[src/rtl/dmem_arbiter.sv]
// dmem_arbiter
//   Shares the single-port synchronous data memory between two requesters:
//   port 0 (processor load/store) and port 1 (program loader / debug master).
//   At most one access is issued per clock. Ties are broken round-robin.
//   Port 1 may lock the memory for bursts. While port 0 waits, port 1 gets at
//   most MAX_LOCK consecutive locked grants before port 0 is given one slot.
//
// Ports
//   clock, reset            rising-edge clock, asynchronous active-low reset
//   pX_req/wren/addr/wdata  request from port X, held until pX_gnt
//   pX_gnt                  access for port X is issued this cycle
//   pX_rvalid/rdata         read return, one cycle after a read grant
//   p1_lock                 port 1 asks for back-to-back ownership
//   mem_addr/wren/wdata     dmem command (all zero when nothing is granted)
//   mem_rdata               dmem read data, valid one cycle after the address
//   busy                    a grant or a read return is active this cycle
module dmem_arbiter #(
  parameter int ADDR_WIDTH = 12,
  parameter int DATA_WIDTH = 32,
  parameter int MAX_LOCK   = 8
) (
  input  logic                  clock,
  input  logic                  reset,
  input  logic                  p0_req,
  input  logic                  p0_wren,
  input  logic [ADDR_WIDTH-1:0] p0_addr,
  input  logic [DATA_WIDTH-1:0] p0_wdata,
  output logic                  p0_gnt,
  output logic                  p0_rvalid,
  output logic [DATA_WIDTH-1:0] p0_rdata,
  input  logic                  p1_req,
  input  logic                  p1_wren,
  input  logic [ADDR_WIDTH-1:0] p1_addr,
  input  logic [DATA_WIDTH-1:0] p1_wdata,
  input  logic                  p1_lock,
  output logic                  p1_gnt,
  output logic                  p1_rvalid,
  output logic [DATA_WIDTH-1:0] p1_rdata,
  output logic [ADDR_WIDTH-1:0] mem_addr,
  output logic                  mem_wren,
  output logic [DATA_WIDTH-1:0] mem_wdata,
  input  logic [DATA_WIDTH-1:0] mem_rdata,
  output logic                  busy
);

  typedef enum logic {IDLE = 1'b0, LOCK1 = 1'b1} state_t;

  localparam logic [7:0] LOCK_LIMIT = 8'(MAX_LOCK);

  state_t     state;
  logic       last_gnt;     // 0: port 0 granted last, 1: port 1 granted last
  logic [7:0] lock_cnt;     // locked port-1 grants while port 0 waits
  logic       rd_vld_p1;    // a read was issued in the previous cycle
  logic       rd_port_p1;   // port that issued it (1 = port 1)

  logic lock_hold;
  logic starve;
  logic gnt0;
  logic gnt1;

  // Arbitration: combinational from the current requests and registered state.
  always_comb begin
    lock_hold = (state == LOCK1) && p1_req && p1_lock;
    starve    = lock_hold && p0_req && (lock_cnt == LOCK_LIMIT);
    gnt0      = 1'b0;
    gnt1      = 1'b0;
    if (lock_hold) begin
      gnt0 = starve;
      gnt1 = !starve;
    end else if (p0_req && p1_req) begin
      // Grant the port opposite the last winner.
      gnt0 = last_gnt;
      gnt1 = !last_gnt;
    end else begin
      gnt0 = p0_req;
      gnt1 = p1_req;
    end
  end

  // Reset masks the grants so the memory command drops as soon as reset asserts.
  assign p0_gnt = gnt0 && reset;
  assign p1_gnt = gnt1 && reset;

  always_comb begin
    mem_addr  = '0;
    mem_wren  = 1'b0;
    mem_wdata = '0;
    if (p0_gnt) begin
      mem_addr  = p0_addr;
      mem_wren  = p0_wren;
      mem_wdata = p0_wdata;
    end else if (p1_gnt) begin
      mem_addr  = p1_addr;
      mem_wren  = p1_wren;
      mem_wdata = p1_wdata;
    end
  end

  // Registered arbitration state and read-return tracking.
  always_ff @(posedge clock or negedge reset) begin
    if (!reset) begin
      state      <= IDLE;
      last_gnt   <= 1'b1;
      lock_cnt   <= '0;
      rd_vld_p1  <= 1'b0;
      rd_port_p1 <= 1'b0;
    end else begin
      if (p0_gnt) begin
        last_gnt <= 1'b0;
      end else if (p1_gnt) begin
        last_gnt <= 1'b1;
      end

      // A forced port-0 slot keeps the lock; any other cycle re-decides it.
      state <= ((p1_gnt && p1_lock) || starve) ? LOCK1 : IDLE;

      // Every locked port-1 grant taken while port 0 waits counts, including
      // the grant that enters the lock.
      if (p0_gnt || !p0_req) begin
        lock_cnt <= '0;
      end else if (p1_gnt && p1_lock && (lock_cnt != LOCK_LIMIT)) begin
        lock_cnt <= lock_cnt + 8'd1;
      end

      rd_vld_p1  <= (p0_gnt && !p0_wren) || (p1_gnt && !p1_wren);
      rd_port_p1 <= p1_gnt;
    end
  end

  // Return stage: memory data arrives one cycle after the granted address.
  assign p0_rvalid = rd_vld_p1 && !rd_port_p1;
  assign p1_rvalid = rd_vld_p1 && rd_port_p1;
  assign p0_rdata  = p0_rvalid ? mem_rdata : '0;
  assign p1_rdata  = p1_rvalid ? mem_rdata : '0;

  assign busy = p0_gnt || p1_gnt || p0_rvalid || p1_rvalid;

endmodule

[config.mk]
export PLATFORM = sky130hd
export DESIGN_NAME = dmem_arbiter
export DESIGN_NICKNAME = d
export VERILOG_FILES = /design/src/rtl/dmem_arbiter.sv
export SDC_FILE = /design/constraint.sdc
export NUM_CORES = 1
export LEC_CHECK = 0
export CAP_MARGIN = 20
export CORE_AREA = 2 2 94 96
export CTS_CLUSTER_DIAMETER = 40
export CTS_CLUSTER_SIZE = 10
export DETAILED_ROUTE_END_ITERATION = 16
export DIE_AREA = 0 0 96 98
export GPL_ROUTABILITY_DRIVEN = 1
export HOLD_SLACK_MARGIN = 0.05
export PLACE_DENSITY_LB_ADDON = 0.1
export SLEW_MARGIN = 20
export SYNTH_ARGS = -nofsm -noshare
export SYNTH_HDL_FRONTEND = slang
export SYNTH_SLANG_ARGS = --single-unit
[constraint.sdc]
create_clock -name clock -period 2.8 [get_ports clock]
set_clock_uncertainty 0.1 [all_clocks]
set_input_delay 0.56 -clock clock [delete_from_list [all_inputs] [get_ports clock]]
set_output_delay 0.56 -clock clock [all_outputs]
set_load 0.01 [all_outputs]
==> results.yml <==
timing:
  tightest_slew_ps: 379
  period_minus_slack_ps: 2730
  fin_setup_tns_ps: 0
  hold_viol: 0
  finalSetupViolCount: 0
  timing.fmax_mhz: 366
  drv_slew: 0
  fin_ws_ps: 71.2
  slew_headroom: 0.745
  finalCritPeriodShare: 0.975
  rsz0062_at_grt: "true"
detailed_routing:
  via_per_inst: 4.57
  ant_nets: 0
  wl_per_cell_um: 15.7
  first_pass_iters: 4
  drc_errors: 0
  wirelength_mm: 8.99
  drtIter0Drc: 39
  vias: 2620
clocking:
  root_buffer: "clkbuf_8"
  cts_buffers: 3
  clk_pin_slew_ps: 60
  cts_tree: "built"
  numClockSinks: 12
  clk_latency_ps: 240
  ctsHoldBuffers: 0
  clockBufferDepth: 2
  htree_num_levels: 1
floorplan:
  rows: 34
  ios: 241
  dieHeight_um: 98
  die_area_mm2: 0.00941
  core_area_mm2: 0.00847
  start_util: 0.188
  die_w_um: 96
power_and_ir_drop:
  p_leak_nw: 1.98
  finalPower_uw: 968
  p_per_area_mw_per_mm2: 226
  peakVddDrop_mv: 0.122
synthesis:
  synth_edf_count: 0
  synth_area_mm2: 0.00159
  synth_top_area_frac: 0.253
  synth_cells: 203
  yosysSeqAreaShare: 0.189
  synth_ff_type: "dfrtp_1"
  ys_ff_latch: 12
  synth.area.top_cells: "a22o_1 25%, dfrtp_1 17%, and2_1 13%"
  yosys.area.top_type: "a22o_1"
  synthesis.nets: 332
  yosys_warnings: 0
  synth_cell_types: 33
  syn_area_per_cell_um2: 7.85
  async_reset_ff_frac: 1.00
final_layout:
  multi_input_area_mm2: 0.00120
  nFillCells: 820
  drive_gt1_frac: 0.219
  antennaDiodeCount: 0
  ff_latch_area_um2: 302
  post-route-util: 0.507
  area_growth_pct: 170
  nets: 595
worst_setup_path:
  crit_arrival_ps: 2070
  startpoint_type: "register"
  path_class: "register to primary output"
  end_kind: "primary output"
  path_max_fanout: 15
  required_ps: 2140
worst_hold_path:
  holdCritPathClass: "register to register"
placed_design:
  numPortBuffers: 240
  dpl.hpwl_mm: 7.27
  dp_worst_setup_slack_ps: -493
  place_congestion: 0.873
global_routing:
  grt_start_max_net_pins: 34
  grt_pass1_vias: 2533
  grt-ovfl-total: 0
  globalRouteTotalUtil: 0.178
  grt_pass1_wl_mm: 13.2
  antenna_found_initial: 0
job:
  cap_violations: 0
run_status:
  outcome: "finished clean"
[placed cells by master (no fill, tap or decap), drive strengths merged, types with 2 or more instances in the layout]
master,count
clkdlybuf4s50,188
buf,82
a22o,46
and2,34
and3,32
dfrtp,11
nand2,9
clkbuf,7
nor2,6
dlygate4sd2,6
xnor2,5
inv,5
nand3,5
o21ai,3
a21oi,3
nor4,3
and4,2
nand4,2
nor3,2
ha,2
[metrics by stage]
stage	instance area (um2)	std cells	hold slack, ps
after global routing	4290	573	502
final	4290	573	488
after global placement	4310	560	467
after CTS	4340	571	490
after floorplan	1590	203	164
after detailed placement	4310	560	474
[synthesized netlist by cell type (3+ instances only)]
cell type / number
a21oi_1: 3
a22o_1: 46
and2_1: 34
and3_1: 32
buf_2: 4
clkbuf_1: 12
dfrtp_1: 11
inv_1: 5
nand2_1: 9
nand3_1: 5
nor2_1: 6
nor4_1: 3
o21ai_0: 3
xnor2_1: 5
[flip-flops by register name (all words and copies together), names as in the netlist]
name / cells
rd_vld_p1: 1
lock_cnt: 8
state: 1
last_gnt: 1
rd_port_p1: 1
[worst paths after layout]
path	from	end	slack, ps	cells past startpoint
worst max-delay path	lock_cnt[1]	mem_addr[6]	70	9
worst min-delay path	last_gnt	last_gnt	490	1
worst max register to register	lock_cnt[1]	lock_cnt[0]	880	9
worst min register to register	last_gnt	last_gnt	490	1
max in group asynchronous	reset	lock_cnt[3]	1940	2
min in group asynchronous	reset	lock_cnt[4]	500	2
[timing repair]
action,CTS,global route
pin swaps,5,20
resized for setup,195,15
cloned,2,2
setup buffers,6,3
setup endpoints to repair,48,46
[cell families after synthesis]
family / synth area share
and+or+nand+nor: 0.392
AOI/OAI and AO/OA: 0.296
buffers and inverters: 0.0793
DFF: 0.189
xor gates and xnor gates: 0.0275
adders and majority gates: 0.0157
[metal layers]
metal  global-route usage  vias to the layer above  wire [um]
li1                     -                     1284          -
met1                0.193                     1181       3300
met4               0.0440                        0        163
met3               0.0370                       13        790
met5                    0                        -          0
met2                0.339                      142       4740
[report_power, final]
group / total [mW] / switching [mW] / internal, mW
clock network: 0.197 / 0.0720 / 0.125
logic: 0.584 / 0.220 / 0.365
registers: 0.188 / 0.00550 / 0.182
[cell type report]
| class | instances | share of cell area |
|---|---|---|
| clock buffer | 4 | 0.0128 |
| inverter | 5 | 0.00437 |
| multi-input combinational | 165 | 0.279 |
| sequential | 12 | 0.0702 |
| tap | 108 | 0.0315 |
| timing repair buffer | 279 | 0.602 |
[critical path, cell delays in order, from the launching register on]
cell and delay [ps]:
dfrtp_1 380, inv_1 70, ha_2 160, nor4b_4 270, buf_4 170, nand3_2 60
and4_4 220, buf_12 160, a22o_1 190, buf_2 140
No activity file was read; power rests on OpenSTA's default activity.
